--- config.mk ---
export PLATFORM = sky130hd
export DESIGN_NAME = imem_arbiter
export DESIGN_NICKNAME = d
export VERILOG_FILES = /design/src/rtl/imem_arbiter.sv
export SDC_FILE = /design/constraint.sdc
export NUM_CORES = 1
export LEC_CHECK = 0
export ABC_AREA = 1
export CORE_MARGIN = 2
export CORE_UTILIZATION = 43
export DETAILED_ROUTE_END_ITERATION = 12
export HOLD_SLACK_MARGIN = 0.1
export MAX_ROUTING_LAYER = met4
export PLACE_DENSITY = 0.86
export SYNTH_ARGS = -nofsm -noshare
export SYNTH_HDL_FRONTEND = slang
export SYNTH_SLANG_ARGS = --single-unit
--- constraint.sdc ---
create_clock -name clk -period 3.8 [get_ports clk]
set_input_delay 0.76 -clock clk [delete_from_list [all_inputs] [get_ports clk]]
set_output_delay 0.76 -clock clk [all_outputs]
set_load 0.02 [all_outputs]
--- src/rtl/imem_arbiter.sv ---
// Round-robin arbiter sharing one combinational-read instruction ROM between
// the fetch stage and a load port, with registered responses and a stall counter.
module imem_arbiter #(
    parameter int REG_BITS  = 32,
    parameter int ADDR_BITS = 15,
    parameter int CNT_BITS  = 16
) (
    input  logic                clk,
    input  logic                reset,
    input  logic                fetch_req,
    input  logic [REG_BITS-1:0] fetch_addr,
    output logic                fetch_gnt,
    output logic                fetch_rvalid,
    output logic                fetch_err,
    input  logic                ld_req,
    input  logic [REG_BITS-1:0] ld_addr,
    output logic                ld_gnt,
    output logic                ld_rvalid,
    output logic                ld_err,
    output logic [REG_BITS-1:0] rdata,
    output logic [REG_BITS-1:0] mem_A,
    input  logic [REG_BITS-1:0] mem_RD,
    output logic [CNT_BITS-1:0] stall_cnt
);

    typedef enum logic {
        PORT_FETCH = 1'b0,
        PORT_LOAD  = 1'b1
    } port_e;

    port_e                r_lastGnt;
    port_e                w_lastGntNext;
    logic                 w_fetchGnt;
    logic                 w_ldGnt;
    logic                 w_anyGnt;
    logic                 w_err;
    logic                 w_stall;
    logic [REG_BITS-1:0]  w_addr;
    logic [ADDR_BITS-1:0] w_memIdx;
    logic [ADDR_BITS-1:0] r_memIdx;
    logic [REG_BITS-1:0]  r_rdata;
    logic                 r_fetchRvalid;
    logic                 r_fetchErr;
    logic                 r_ldRvalid;
    logic                 r_ldErr;
    logic [CNT_BITS-1:0]  r_stallCnt;

    always_ff @(posedge clk or posedge reset) begin
        if (reset) begin
            r_lastGnt <= PORT_LOAD;
        end else begin
            r_lastGnt <= w_lastGntNext;
        end
    end

    // On a conflict the port that did not win last time gets the ROM.
    always_comb begin
        w_fetchGnt    = 1'b0;
        w_ldGnt       = 1'b0;
        w_lastGntNext = r_lastGnt;
        if (!reset) begin
            if (fetch_req && (!ld_req || r_lastGnt == PORT_LOAD)) begin
                w_fetchGnt    = 1'b1;
                w_lastGntNext = PORT_FETCH;
            end else if (ld_req) begin
                w_ldGnt       = 1'b1;
                w_lastGntNext = PORT_LOAD;
            end
        end
    end

    assign w_anyGnt = w_fetchGnt | w_ldGnt;
    assign w_addr   = w_fetchGnt ? fetch_addr : ld_addr;
    assign w_err    = (|w_addr[1:0]) | (|w_addr[REG_BITS-1:ADDR_BITS+2]);
    assign w_stall  = (fetch_req & ~w_fetchGnt) | (ld_req & ~w_ldGnt);

    // Idle cycles keep presenting the previous index so the ROM address never toggles needlessly.
    assign w_memIdx = w_anyGnt ? w_addr[ADDR_BITS+1:2] : r_memIdx;
    assign mem_A    = {{(REG_BITS-ADDR_BITS){1'b0}}, w_memIdx};

    always_ff @(posedge clk or posedge reset) begin
        if (reset) begin
            r_memIdx      <= '0;
            r_rdata       <= '0;
            r_fetchRvalid <= 1'b0;
            r_fetchErr    <= 1'b0;
            r_ldRvalid    <= 1'b0;
            r_ldErr       <= 1'b0;
        end else begin
            r_memIdx      <= w_memIdx;
            r_fetchRvalid <= w_fetchGnt;
            r_fetchErr    <= w_fetchGnt & w_err;
            r_ldRvalid    <= w_ldGnt;
            r_ldErr       <= w_ldGnt & w_err;
            if (w_anyGnt) begin
                r_rdata <= w_err ? '0 : mem_RD;
            end
        end
    end

    always_ff @(posedge clk or posedge reset) begin
        if (reset) begin
            r_stallCnt <= '0;
        end else if (w_stall && (r_stallCnt != '1)) begin
            r_stallCnt <= r_stallCnt + CNT_BITS'(1);
        end
    end

    assign fetch_gnt    = w_fetchGnt;
    assign ld_gnt       = w_ldGnt;
    assign fetch_rvalid = r_fetchRvalid;
    assign fetch_err    = r_fetchErr;
    assign ld_rvalid    = r_ldRvalid;
    assign ld_err       = r_ldErr;
    assign rdata        = r_rdata;
    assign stall_cnt    = r_stallCnt;

endmodule

; Word level (Yosys, flattened, before mapping)
; Cells that the tools add are included.
[totals]
mem_bits_rw = 0
mem_count = 0
latchBits = 0
word_cells = 38
romBits = 0
reg_bits = 68
[op_classes]
muxes = 10
eq_ne = 1
n_shift = 0
add_sub_neg = 1
n_div = 0
mul = 0
bitwise_logic = 10
reduce_logical = 8
magnitude_cmp = 0
[ops]
columns = op, count
row1 = 32-bit two-way mux, 2
row2 = 16-bit by 1-bit adder with 16-bit output (second input constant), 1
row3 = 16-bit inequality test (second input constant), 1
row4 = 15-bit two-way mux, 1
row5 = 15-bit OR reduction, 1
row6 = 1-bit two-way mux, 7
row7 = 1-bit bitwise AND, 4
row8 = 1-bit NOT, 3
row9 = 1-bit OR, 3
row10 = 1-bit logical AND, 2
row11 = 2-bit AND reduction, 1
row12 = 2-bit nonzero test, 1
row13 = 2-bit OR reduction, 1
row14 = 1-bit logical NOT, 1
row15 = 1-bit logical OR, 1

; Logic depth before layout (Yosys ltp)
; Gate-level depths: netlist of the first run.
[depth]
ltp_word = 9
ltp_mapped = 11
ltp_nobuf = 10

; Worst setup path after synthesis of the first run
; Ideal clock, no wire load.
[synth_path]
kind = input -> output
startpoint = input port reset
endpoint = output port mem_A[10]
path_slack_ns = 0.240
arrival_ns = 2.800
cell_stages = 6
required_time_ns = 3.040
n_path_buf = 1
cell_sequence = inv_2 nand3_4 inv_1 buf_2 o21ai_0 o21ai_0
[synth_via]
elab_chain_len = 3
[synth_lines]
columns = item, line
row1 = "start, declared", 9  ; input logic reset,
row2 = 1-bit two-way mux (*), 61  ; if (!reset) begin
row3 = net fetch_gnt, 12  ; output logic fetch_gnt,
row4 = 32-bit two-way mux / 1-bit OR (equally long branches), "73, 72"
row5 = 15-bit two-way mux (*), 78  ; assign w_memIdx = w_anyGnt ? w_addr[ADDR_BITS+1:2] : r_memIdx;
row6 = "end, declared", 21  ; output logic [REG_BITS-1:0] mem_A,
; The timed path passes the listed nets; every way through them passes the cells marked *.

; Worst setup path after layout of the first run
[layout_path]
startpoint = input port fetch_req
endpoint = output port mem_A[11]
[layout_via]
elab_chain_len = 5
[layout_lines]
columns = item, line
row1 = "start, declared", 10  ; input logic fetch_req,
row2 = 1-bit logical AND (*), 62  ; if (fetch_req && (!ld_req || r_lastGnt == PORT_LOAD)) begin
row3 = 1-bit two-way mux, 62
row4 = 1-bit two-way mux, 61
row5 = 32-bit two-way mux / 1-bit OR (equally long branches), "73, 72"
row6 = 15-bit two-way mux (*), 78
; Every way passes the cells marked *; elsewhere a longest branch is shown, timed or not.

==> results.rst, run 1 <==
.. list-table::
   :header-rows: 1

   * - Metric
     - Value
   * - Endpoints failing hold
     - 0
   * - TritonCTS Buffers
     - 9
   * - Capturing point of the worst reg2reg path
     - rdata[21]$_DFFE_PP0N_
   * - Static Leak
     - 2.66 nW
   * - Number of antenna violations at the first check in global routing
     - 0
   * - Number of enable flip-flop cells after synthesis
     - 0
   * - Pwr per Cell Area
     - between 300 and 400 mW/mm^2
   * - Synth Register Bits
     - 68
   * - Sum of net half-perimeters after detailed placement
     - slightly above 7 mm
   * - Type of destination of the critical path
     - output port
   * - Count of vias placed by the detailed router
     - around 3,600
   * - Buffers on Ports
     - 168
   * - Reg2Reg Setup Slack
     - 1.78 ns
   * - Cell area after synthesis
     - 0.00359 sq mm
   * - Critical path class
     - in -> out
   * - First-iteration detailed-routing DRC count
     - 130
   * - Core Region
     - 0.00813 sq mm
   * - Run status
     - complete, no violations
   * - Syn Inst Count
     - 499
   * - Number of endpoints failing setup at the final stage
     - 0
   * - Vias per cell
     - 4.71
   * - Post-synthesis to final-layout area growth
     - 52.0%
   * - Count of pins over their slew limit
     - 0
   * - Final setup slack of the worst path
     - around 0.21 ns
   * - Clock tree from TritonCTS
     - yes
   * - Net count reported at finish
     - 765
   * - Minimum period implied by the final worst setup slack
     - 3.59 ns
   * - FP Rows
     - 33
   * - Synth Area per Inst
     - 7.19 sq um
   * - Critical Path Start Type
     - input port
   * - Maximum number of pins on one net before global-route repair
     - 70
   * - Sum Neg Setup Slack
     - 0 ns
   * - First-pass GRT wire length
     - 15.6 mm
   * - Number of cell instances on the worst register-to-register path
     - 9
   * - Inserted Diodes
     - 0
   * - Launching point of the worst reg2reg path
     - r_lastGnt$_DFFE_PP1P_
   * - Worst slew margin relative to its limit
     - 40.7%
   * - Floorplan die area
     - 0.00909 sq mm
   * - Crit path arrival time
     - between 2 and 3 ns
   * - Remaining antenna violation count
     - 0
   * - Fraction of layout cells with a size suffix above 1
     - 4.78%
   * - Unrepaired setup endpoints after global routing
     - false
   * - Hold Path Sink
     - rdata[10]$_DFFE_PP0N_
   * - Post-synth top area share
     - 46.7%
   * - Peak supply drop
     - roughly 220 uV
   * - CTS sink count
     - 68
   * - Max-cap check violation count
     - 0
   * - Drt total wl
     - ~9.7 mm
   * - Top flip-flop cell by instance count after synthesis
     - dfrtp_1
   * - Data required time at the worst endpoint
     - 3.04 ns
   * - Placer congestion estimate
     - around 0.91
   * - Top-count cell post-synth
     - nand2_1
   * - Post-route cell area
     - 0.00545 sq mm
   * - Wirelength per Cell
     - 12.6 microns
   * - Final Core Density
     - 67.0%
   * - Area contributors post-synth
     - dfrtp_1 (47%), nand2_1 (20%), nor2_1 (8.5%), inv_1 (4.9%), o21ai_0 (4.7%)
   * - Pre-CTS setup slack
     - 0.136 ns
   * - Biggest fanout along the worst timing path
     - 25
   * - Later-pin clock latency in the skew report
     - 0.34 ns
   * - Drt first pass iters
     - 4
   * - Sum of overflow across all layers after global routing
     - 0
   * - Clock-pin slew on the worst setup and hold paths
     - 0.08 ns
   * - Layout filler cell count
     - 702
   * - Hold depth
     - 2
   * - Critical path origin
     - fetch_req
   * - Overall routing resource usage
     - 23.0%
   * - Bufs on Longest Clock Path
     - 2
   * - Initial standard-cell utilization of the core
     - 44.1%
   * - Proportion of synthesized chip area in sequential cells
     - 47.5%
   * - Start point of the worst min-delay path
     - rdata[10]$_DFFE_PP0N_
   * - Type of the tightest min-delay check
     - reg -> reg
   * - Number of global-route vias before repair
     - 3,411
   * - Chip width
     - approximately 95 microns
   * - Ys async rst share
     - 100%
   * - Fmax
     - approximately 280 MHz
   * - Period utilisation layout
     - a little over nine tenths
   * - Clock tree root driver cell
     - clkbuf_8
   * - Leading cell types by count after synthesis
     - nand2_1 (193), nor2_1 (81), dfrtp_1 (67), inv_1 (47), o21ai_0 (34)
   * - CTS Hold Buffers Added
     - 0
   * - Clk_skew
     - 0.00726 ns
   * - Number of distinct library cells after synthesis
     - 24
   * - I/O pin count
     - 186
   * - Library cell occupying the most area in the post-synthesis netlist
     - dfrtp_1
   * - Die boundary height
     - 95.3 microns
   * - Measured slew at the worst slew-check pin
     - 0.890 ns
   * - Post-route DRC
     - 0
   * - Post-DP Area
     - 0.00527 sq mm
   * - H-tree lvl count
     - 3
   * - Count of yosys warnings during synthesis
     - 0
[final cells by class]
type | instances | area [sq um] | area share, %
Multi-Input combinational cell | 363 | 1540 | 28.2
Tap cell | 105 | 131 | 2.41
Sequential cell | 68 | 1700 | 31.2
Inverter | 51 | 195 | 3.58
Clock inverter | 5 | 52.6 | 0.964
Clock buffer | 11 | 131 | 2.41
Timing Repair Buffer | 171 | 1700 | 31.3
[cell usage in the layout (no fill, tap or decap), types with 2 or more instances in the layout]
| master | count |
|---|---|
| buf_4 | 3 |
| clkbuf_1 | 2 |
| clkbuf_8 | 9 |
| clkdlybuf4s50_1 | 168 |
| clkinv_2 | 3 |
| clkinvlp_4 | 2 |
| conb_1 | 17 |
| dfrtp_1 | 67 |
| inv_1 | 46 |
| inv_2 | 4 |
| nand2_1 | 193 |
| nand2_2 | 3 |
| nand3_1 | 11 |
| nand4_1 | 6 |
| nor2_1 | 81 |
| nor2_4 | 2 |
| o21ai_0 | 34 |
| o21ai_1 | 3 |
| xnor2_1 | 7 |
[power breakdown]
part | switching (mW) | leakage, nW | internal, mW | total, mW
Clock | 0.274 | 0.0931 | 0.300 | 0.574
Combinational | 0.230 | 1.66 | 0.229 | 0.460
Sequential | 0.0473 | 0.910 | 0.774 | 0.821
[critical path, cell delays in order]
cell	delay, ns
clkdlybuf4s50_1	0.59
nor2_2	0.08
nor2_4	0.31
inv_2	0.26
nand2_1	0.13
o21ai_0	0.12
clkdlybuf4s50_1	0.56
[cell families after synthesis]
group	synth area share (%)
AOI/OAI and AO/OA	5.16
xor gates and xnor gates	1.71
adders and majority gates	0.349
buffers and inverters	11.4
DFF	47.5
other	0.105
and+or+nand+nor	33.8
[what timing repair did]
item / in CTS / in global routing
resized for setup: 0 / 1
endpoints found under the setup margin: 0 / 7
buffers inserted: 0 / 0
[flip-flops by register name, summed over array words and instances (netlist names)]
| name | count |
|---|---|
| rdata | 32 |
| stall_cnt | 16 |
| r_memIdx | 15 |
| fetch_err | 1 |
| fetch_rvalid | 1 |
| ld_err | 1 |
| ld_rvalid | 1 |
| r_lastGnt | 1 |
[stage by stage]
stage,instances,hold WS [ns],total power [mW]
2_1_floorplan,515,0.471,1.07
5_1_grt,774,0.508,1.96
3_3_place_gp,758,0.461,1.28
4_1_cts,774,0.486,1.87
6_report,774,0.482,1.85
3_5_place_dp,758,0.470,1.29
[routing by layer]
| metal | routed length [microns] | part of all wire (%) | global-route usage, % |
|---|---|---|---|
| met5 | 0 | 0 | - |
| met1 | 3730 | 38 | 25.3 |
| met3 | 783 | 8.0 | 6.72 |
| met2 | 5010 | 51 | 38.6 |
| met4 | 211 | 2.2 | 9.90 |
[worst max-delay path by stage]
stage	slack, ns	depth (start not counted)	endpoint
detailed placement	0.14	7	mem_A[3]
finish	0.21	7	mem_A[11]
floorplan	0.24	6	mem_A[10]
global route	0.03	7	mem_A[11]
CTS	0.12	7	mem_A[9]
global placement	0.21	7	mem_A[9]
(Power assumes the default switching activity.)
==> inputs of run 2 (changes only) <==
--- a/config.mk
+++ b/config.mk
@@ -12,6 +12,7 @@
 export HOLD_SLACK_MARGIN = 0.1
 export MAX_ROUTING_LAYER = met4
 export PLACE_DENSITY = 0.86
+export REMOVE_ABC_BUFFERS = 1
 export SYNTH_ARGS = -nofsm -noshare
 export SYNTH_HDL_FRONTEND = slang
 export SYNTH_SLANG_ARGS = --single-unit
==> results.rst, run 2 (synthesis results as in run 1) <==
.. list-table::
   :header-rows: 1

   * - Metric
     - Value
   * - CTS sink count
     - 68 (unchanged)
   * - Count of vias placed by the detailed router
     - 3,604 (-1.0%)
   * - Critical path class
     - in -> out
   * - Most common library cell in the layout ignoring fill and taps
     - nand2_1
   * - Clock tree from TritonCTS
     - yes
   * - Post-route DRC
     - 0 (unchanged)
   * - Initial standard-cell utilization of the core
     - 44.1% (unchanged)
   * - Delay of the slowest cell on the worst path
     - 0.67 ns (+0.08 ns)
   * - Number of antenna violations at the first check in global routing
     - 0 (unchanged)
   * - TritonCTS Buffers
     - 9 (unchanged)
   * - Count of pins over their slew limit
     - 0 (unchanged)
   * - Run status
     - complete, no violations
   * - Later-pin clock latency in the skew report
     - 0.33 ns (about the same)
   * - Finished Layout Cells
     - 775 (+0.13%)
   * - Commonest non-fill, non-tap cells in the layout
     - nand2_1 (193), clkdlybuf4s50_1 (168), nor2_1 (81), dfrtp_1 (67), inv_1 (47)
   * - Sum Neg Setup Slack
     - 0 ns (unchanged)
   * - Maximum number of pins on one net before global-route repair
     - 70 (unchanged)
   * - Number of instances in the placed design
     - 759 (+0.13%)
   * - CTS Hold Buffers Added
     - 0 (unchanged)
   * - Buffers on Ports
     - 168 (unchanged)
   * - Biggest fanout along the worst timing path
     - 17 (-32%)
   * - Period utilisation layout
     - 94.3% (-0.17 points)
   * - Type of destination of the critical path
     - output port
   * - Static Leak
     - 2.69 nW (+1.0%)
   * - Number of global-route vias before repair
     - 3,459 (+1.4%)
   * - Drt first pass iters
     - 4 (unchanged)
   * - Worst path slowest cell
     - clkdlybuf4s50_1
   * - First-iteration detailed-routing DRC count
     - 96 (-26%)
   * - Minimum period implied by the final worst setup slack
     - 3.58 ns (-0.00631 ns)
   * - Number of endpoints failing setup at the final stage
     - 0 (unchanged)
   * - Clock-pin slew on the worst setup and hold paths
     - 0.07 ns (about the same)
   * - Sum of net half-perimeters after detailed placement
     - 7.38 mm (+1.7%)
   * - Measured slew at the worst slew-check pin
     - 0.851 ns (-0.0392 ns)
   * - Clk_skew
     - 0.0125 ns (+0.00519 ns)
   * - Clock tree root driver cell
     - clkbuf_8
   * - Number of cells upsized or downsized after cts
     - 0 (unchanged)
   * - Inserted Diodes
     - 0 (unchanged)
   * - Post-route cell area
     - 0.00550 sq mm (+0.83%)
   * - Die boundary height
     - 95.3 microns (unchanged)
   * - Type of the tightest min-delay check
     - reg -> reg
   * - Crit path arrival time
     - 2.82 ns (about the same)
   * - H-tree lvl count
     - 3 (unchanged)
   * - Post-DP Area
     - 0.00527 sq mm (+0.14%)
   * - Vias per cell
     - 4.65 (-1.2%)
   * - Core Region
     - 0.00813 sq mm (unchanged)
   * - I/O pin count
     - 186 (unchanged)
   * - Post-CTS setup buffers
     - 0 (unchanged)
   * - Chip width
     - 95.3 microns (unchanged)
   * - Pwr per Cell Area
     - 355 mW/mm^2 (+4.4%)
   * - Worst slew margin relative to its limit
     - 43.3% (+2.6 points)
   * - Drt total wl
     - 9.76 mm (+0.24%)
   * - Critical Path Start Type
     - input port
   * - FP Rows
     - 33 (unchanged)
   * - Peak supply drop
     - 185 uV (-17%)
   * - Cells along the critical path
     - clkdlybuf4s50_1, nor2_2, nor2_4, o21ai_0, o21ai_0, clkdlybuf4s50_1
   * - Placer congestion estimate
     - 0.898 (-1.8%)
   * - Flip-flop count of the largest register, all copies and words added
     - 32 (unchanged)
   * - First-pass GRT wire length
     - 15.3 mm (-2.0%)
   * - Fmax
     - 279 MHz (+0.18%)
   * - Remaining antenna violation count
     - 0 (unchanged)
   * - Data required time at the worst endpoint
     - 3.04 ns (about the same)
   * - Unrepaired setup endpoints after global routing
     - false
   * - Smallest hold slack
     - 0.481 ns (-0.000714 ns)
   * - Layout filler cell count
     - 663 (-5.6%)
   * - Sum of overflow across all layers after global routing
     - 0 (unchanged)
   * - Overall routing resource usage
     - 22.2% (-0.76 points)
   * - Max-cap check violation count
     - 0 (unchanged)
   * - Post-synthesis to final-layout area growth
     - 53.3%
   * - Endpoints failing hold
     - 0 (unchanged)
   * - Bufs on Longest Clock Path
     - 2 (unchanged)
   * - Wirelength per Cell
     - 12.6 microns (+0.11%)
   * - Floorplan die area
     - 0.00909 sq mm (unchanged)
   * - Net count reported at finish
     - 766 (+0.13%)
   * - Fraction of layout cells with a size suffix above 1
     - 4.93% (+0.14 points)
   * - Final Total Pwr
     - 1.95 mW (+5.3%)
## run 2: cell types whose count changed in the layout (fill, tap and decap cells not counted)
cell,change
buf_4,+1
bufinv_16,+1
clkbuf_1,-1
clkbuf_8,+1
clkinv_2,-3
inv_1,+1
inv_6,+1
## run 2: where the power goes
group	internal [mW]	switching [mW]
Combinational	0.230	0.230
Sequential	0.774	0.0473
Clock	0.390	0.281
## run 2: critical path: cells and delay by family
kind / cells / cell delay (ns)
simple gates: 2 / 0.37
buf+inv: 2 / 1.25
compound gates: 2 / 0.43
## run 2: worst paths after layout
check | startpoint | cells after the start | endpoint | slack [ns]
max | fetch_req | 6 | mem_A[14] | 0.22
min | rdata[28]$_DFFE_PP0N_ | 2 | rdata[28]$_DFFE_PP0N_ | 0.48
min in group asynchronous | reset | 3 | rdata[29]$_DFFE_PP0N_ | 1.18
max in group asynchronous | reset | 3 | stall_cnt[9]$_DFFE_PP0P_ | 2.08
min reg2reg | rdata[28]$_DFFE_PP0N_ | 2 | rdata[28]$_DFFE_PP0N_ | 0.48
max reg2reg | r_lastGnt$_DFFE_PP1P_ | 9 | rdata[31]$_DFFE_PP0N_ | 1.84
## run 2: stage by stage
step                      setup slack [ns]  util (%)
after CTS                            0.188      67.6
after global placement               0.207      64.8
after floorplan                      0.129         -
after global routing                0.0230      67.6
after detailed placement             0.192      64.8
final                                0.218      67.6
## run 2: cell type report
type                            instances  area (sq um)  share of cell area (%)
Tap cell                              105           131                    2.39
Multi-Input combinational cell        363          1540                    27.9
Clock buffer                           11           141                    2.57
Inverter                               51           191                    3.48
Sequential cell                        68          1700                    31.0
Clock inverter                          5          83.8                    1.52
Timing Repair Buffer                  172          1710                    31.1
## run 2: metal layers
metal  vias to the layer above  share of wire, %  track usage [%]
met5                         -                 0                -
met4                         0               3.0             9.18
met3                        22               6.3             4.11
met2                       150                52             39.1
met1                      1628                39             24.7
li1                       1804                 -                -
==> inputs of run 3 (changes only) <==
--- a/config.mk
+++ b/config.mk
@@ -7,11 +7,11 @@
 export LEC_CHECK = 0
 export ABC_AREA = 1
 export CORE_MARGIN = 2
-export CORE_UTILIZATION = 43
+export CORE_UTILIZATION = 36
 export DETAILED_ROUTE_END_ITERATION = 12
 export HOLD_SLACK_MARGIN = 0.1
 export MAX_ROUTING_LAYER = met4
-export PLACE_DENSITY = 0.86
+export PLACE_DENSITY = 0.77
 export REMOVE_ABC_BUFFERS = 1
 export SYNTH_ARGS = -nofsm -noshare
 export SYNTH_HDL_FRONTEND = slang
==> constraint.sdc (replaced) <==
create_clock -name clk -period 3 [get_ports clk]
set_input_delay 0.6 -clock clk [delete_from_list [all_inputs] [get_ports clk]]
set_output_delay 0.6 -clock clk [all_outputs]
set_load 0.02 [all_outputs]
==> results.rst, run 3 (synthesis results as in run 1) <==
.. list-table::
   :header-rows: 1

   * - Metric
     - Value
   * - Clock-pin slew on the worst setup and hold paths
     - 0.07 ns (about the same)
   * - Maximum number of pins on one net before global-route repair
     - 65 (-7.1%)
   * - Clk_skew
     - 0.0108 ns (-0.00164 ns)
   * - Unrepaired setup endpoints after global routing
     - false
   * - Placer congestion estimate
     - 0.812 (-9.6%)
   * - Remaining antenna violation count
     - 0 (unchanged)
   * - H-tree lvl count
     - 3 (unchanged)
   * - Fmax
     - 344 MHz
   * - Sum Neg Setup Slack
     - 0 ns (unchanged)
   * - Fraction of layout cells with a size suffix above 1
     - 7.05% (+2.1 points)
   * - Type of the tightest min-delay check
     - reg -> reg
   * - Clock tree from TritonCTS
     - yes
   * - Type of destination of the critical path
     - output port
   * - Critical path origin
     - ld_req
   * - CTS sink count
     - 68 (unchanged)
   * - CP Capture Point
     - mem_A[3]
   * - Static Leak
     - 2.81 nW (+4.7%)
   * - Worst path slowest cell
     - clkdlybuf4s50_1
   * - Post-synthesis to final-layout area growth
     - 57.6%
   * - Period utilisation layout
     - between 90% and 100%
   * - Worst slew margin relative to its limit
     - 55.6% (+12 points)
   * - Launching point of the worst reg2reg path
     - r_lastGnt$_DFFE_PP1P_
   * - Biggest fanout along the worst timing path
     - 13 (-4)
   * - Final setup slack of the worst path
     - 0.0940 ns (-0.124 ns)
   * - Post-route DRC
     - 0 (unchanged)
   * - Minimum period implied by the final worst setup slack
     - 2.91 ns
   * - Pre-CTS setup slack
     - -0.261 ns (-0.453 ns)
   * - Inserted Diodes
     - 0 (unchanged)
   * - Sw frac
     - 27.3% (-1.3 points)
   * - Sum of net half-perimeters after detailed placement
     - 7.72 mm (+4.7%)
   * - Logic gate share of total power
     - 21.9% (-1.7 points)
   * - Reg2Reg Setup Slack
     - 1.07 ns (-0.77 ns)
   * - Most Frequent Cell on Critical Path
     - o21ai_0
   * - Count of vias placed by the detailed router
     - 3,621 (+0.47%)
   * - Chip width
     - 104 microns (+8.9%)
   * - Clock group share of total power
     - 38.9% (+4.5 points)
   * - Wirelength per Cell
     - 12.4 microns (-1.8%)
   * - Register share of total power
     - 39.2% (-2.9 points)
   * - Run status
     - complete, no violations
   * - CTS Hold Buffers Added
     - 0 (unchanged)
   * - Number of cell instances on the worst register-to-register path
     - 9 (unchanged)
   * - Switching power
     - 0.722 mW (+29%)
   * - Net count reported at finish
     - 777 (+1.4%)
   * - Capturing point of the worst reg2reg path
     - rdata[3]$_DFFE_PP0N_
   * - Endpoints failing hold
     - 0 (unchanged)
   * - Bufs on Longest Clock Path
     - 2 (unchanged)
   * - Data required time at the worst endpoint
     - 2.40 ns (-0.64 ns)
   * - TritonCTS Buffers
     - 9 (unchanged)
   * - Pwr per Cell Area
     - 469 mW/mm^2 (+32%)
   * - Max-cap check violation count
     - 0 (unchanged)
   * - Design internal power
     - 1.93 mW (+38%)
   * - Number of antenna violations at the first check in global routing
     - 0 (unchanged)
   * - Count of pins over their slew limit
     - 0 (unchanged)
   * - Measured slew at the worst slew-check pin
     - 0.666 ns (-0.185 ns)
   * - Commonest non-fill, non-tap cells in the layout
     - nand2_1 (193), clkdlybuf4s50_1 (152), nor2_1 (81), dfrtp_1 (67), inv_1 (47)
   * - Drt total wl
     - 10.1 mm (+3.2%)
   * - Later-pin clock latency in the skew report
     - 0.34 ns (about the same)
   * - Flip-flop count of the largest register, all copies and words added
     - 32 (unchanged)
   * - Final Core Density
     - 58.1% (-9.5 points)
   * - First-pass GRT wire length
     - 16.6 mm (+8.7%)
   * - Cells along the critical path
     - clkdlybuf4s50_1, nand2_1, nand3_4, inv_1, buf_4, o21ai_0, o21ai_0, dlygate4sd1_1
   * - FP Rows
     - 36 (+9.1%)
   * - Overall routing resource usage
     - 19.5% (-2.7 points)
   * - Vias per cell
     - 4.45 (-4.3%)
   * - Number of endpoints failing setup at the final stage
     - 0 (unchanged)
   * - Buffers on Ports
     - 168 (unchanged)
   * - Initial standard-cell utilization of the core
     - 36.9% (-7.2 points)
   * - Clock tree root driver cell
     - clkbuf_8
   * - First-iteration detailed-routing DRC count
     - 114 (+19%)
   * - Drt first pass iters
     - 4 (unchanged)
   * - Most common library cell in the layout ignoring fill and taps
     - nand2_1
   * - Sum of overflow across all layers after global routing
     - 0 (unchanged)
   * - Core Region
     - 0.00973 sq mm (+20%)
   * - Critical Path Start Type
     - input port
   * - Die boundary height
     - 104 microns (+8.9%)
   * - Number of global-route vias before repair
     - 3,586 (+3.7%)
   * - Final Total Pwr
     - 2.65 mW (+36%)
   * - Floorplan die area
     - 0.0108 sq mm (+19%)
   * - Delay of the slowest cell on the worst path
     - 0.50 ns (-0.17 ns)
   * - Crit path arrival time
     - 2.31 ns (-0.51 ns)
   * - Critical path class
     - in -> out
   * - Peak supply drop
     - 220 uV (+19%)
   * - I/O pin count
     - 186 (unchanged)
## run 3: changes by cell type in the layout (fill, tap and decap cells not counted), moves of 2 or more
cell	delta
clkdlybuf4s15_1	+4
bufinv_16	+2
clkbuf_2	+3
o21ai_1	+4
dlygate4sd2_1	+7
o21ai_0	-4
buf_4	+10
clkdlybuf4s50_1	-16
clkinvlp_4	-2
## run 3: final cells by class
class,instances,area (sq um)
fillers,924,4080
repair buffers,183,1780
flip-flops and latches,68,1700
multi-input cells,363,1540
inverters,51,191
well taps,133,166
clock buffers,10,138
clock inverters,6,134
## run 3: power by group through the flow
stage / registers [mW] / clock network (mW) / logic (mW)
floorplan: 1.09 / 0 / 0.236
global placement: 1.05 / 0 / 0.593
detailed placement: 1.06 / 0 / 0.604
CTS: 1.04 / 1.05 / 0.586
global route: 1.05 / 1.09 / 0.632
finish: 1.04 / 1.03 / 0.580
## run 3: worst min path at each step
stage,startpoint,to,depth (start not counted)
floorplan,r_lastGnt$_DFFE_PP1P_,r_lastGnt$_DFFE_PP1P_,2
global placement,rdata[18]$_DFFE_PP0N_,rdata[18]$_DFFE_PP0N_,2
detailed placement,rdata[24]$_DFFE_PP0N_,rdata[24]$_DFFE_PP0N_,2
CTS,rdata[24]$_DFFE_PP0N_,rdata[24]$_DFFE_PP0N_,2
global route,rdata[28]$_DFFE_PP0N_,rdata[28]$_DFFE_PP0N_,2
finish,rdata[24]$_DFFE_PP0N_,rdata[24]$_DFFE_PP0N_,2
## run 3: repair_timing
item | 4_1_cts | 5_1_grt
buffers inserted | 0 | 0
setup endpoints to repair | 15 | 11
resized for setup | 15 | 20
cloned | 0 | 0
## run 3: worst max-delay path: cells and delay by family
family,cells,cell delay [ns]
buf+inv,4,1.14
compound gates,2,0.32
simple gates,2,0.26
## run 3: metrics by stage
step | std cells | hold slack (ns) | instance area, sq um
3_3_place_gp | 798 | 0.462 | 5400
3_5_place_dp | 798 | 0.465 | 5400
5_1_grt | 814 | 0.507 | 5650
4_1_cts | 814 | 0.486 | 5660
6_report | 814 | 0.480 | 5650
2_1_floorplan | 482 | 0.474 | 3430
## run 3: routing by layer
layer  track usage (%)  wire length (microns)  vias up
met5                 -                      0        -
met4              7.43                    164        0
met3              4.22                    496       14
met2              34.3                   5230      123
met1              21.7                   4180     1657
li1                  -                      -     1827
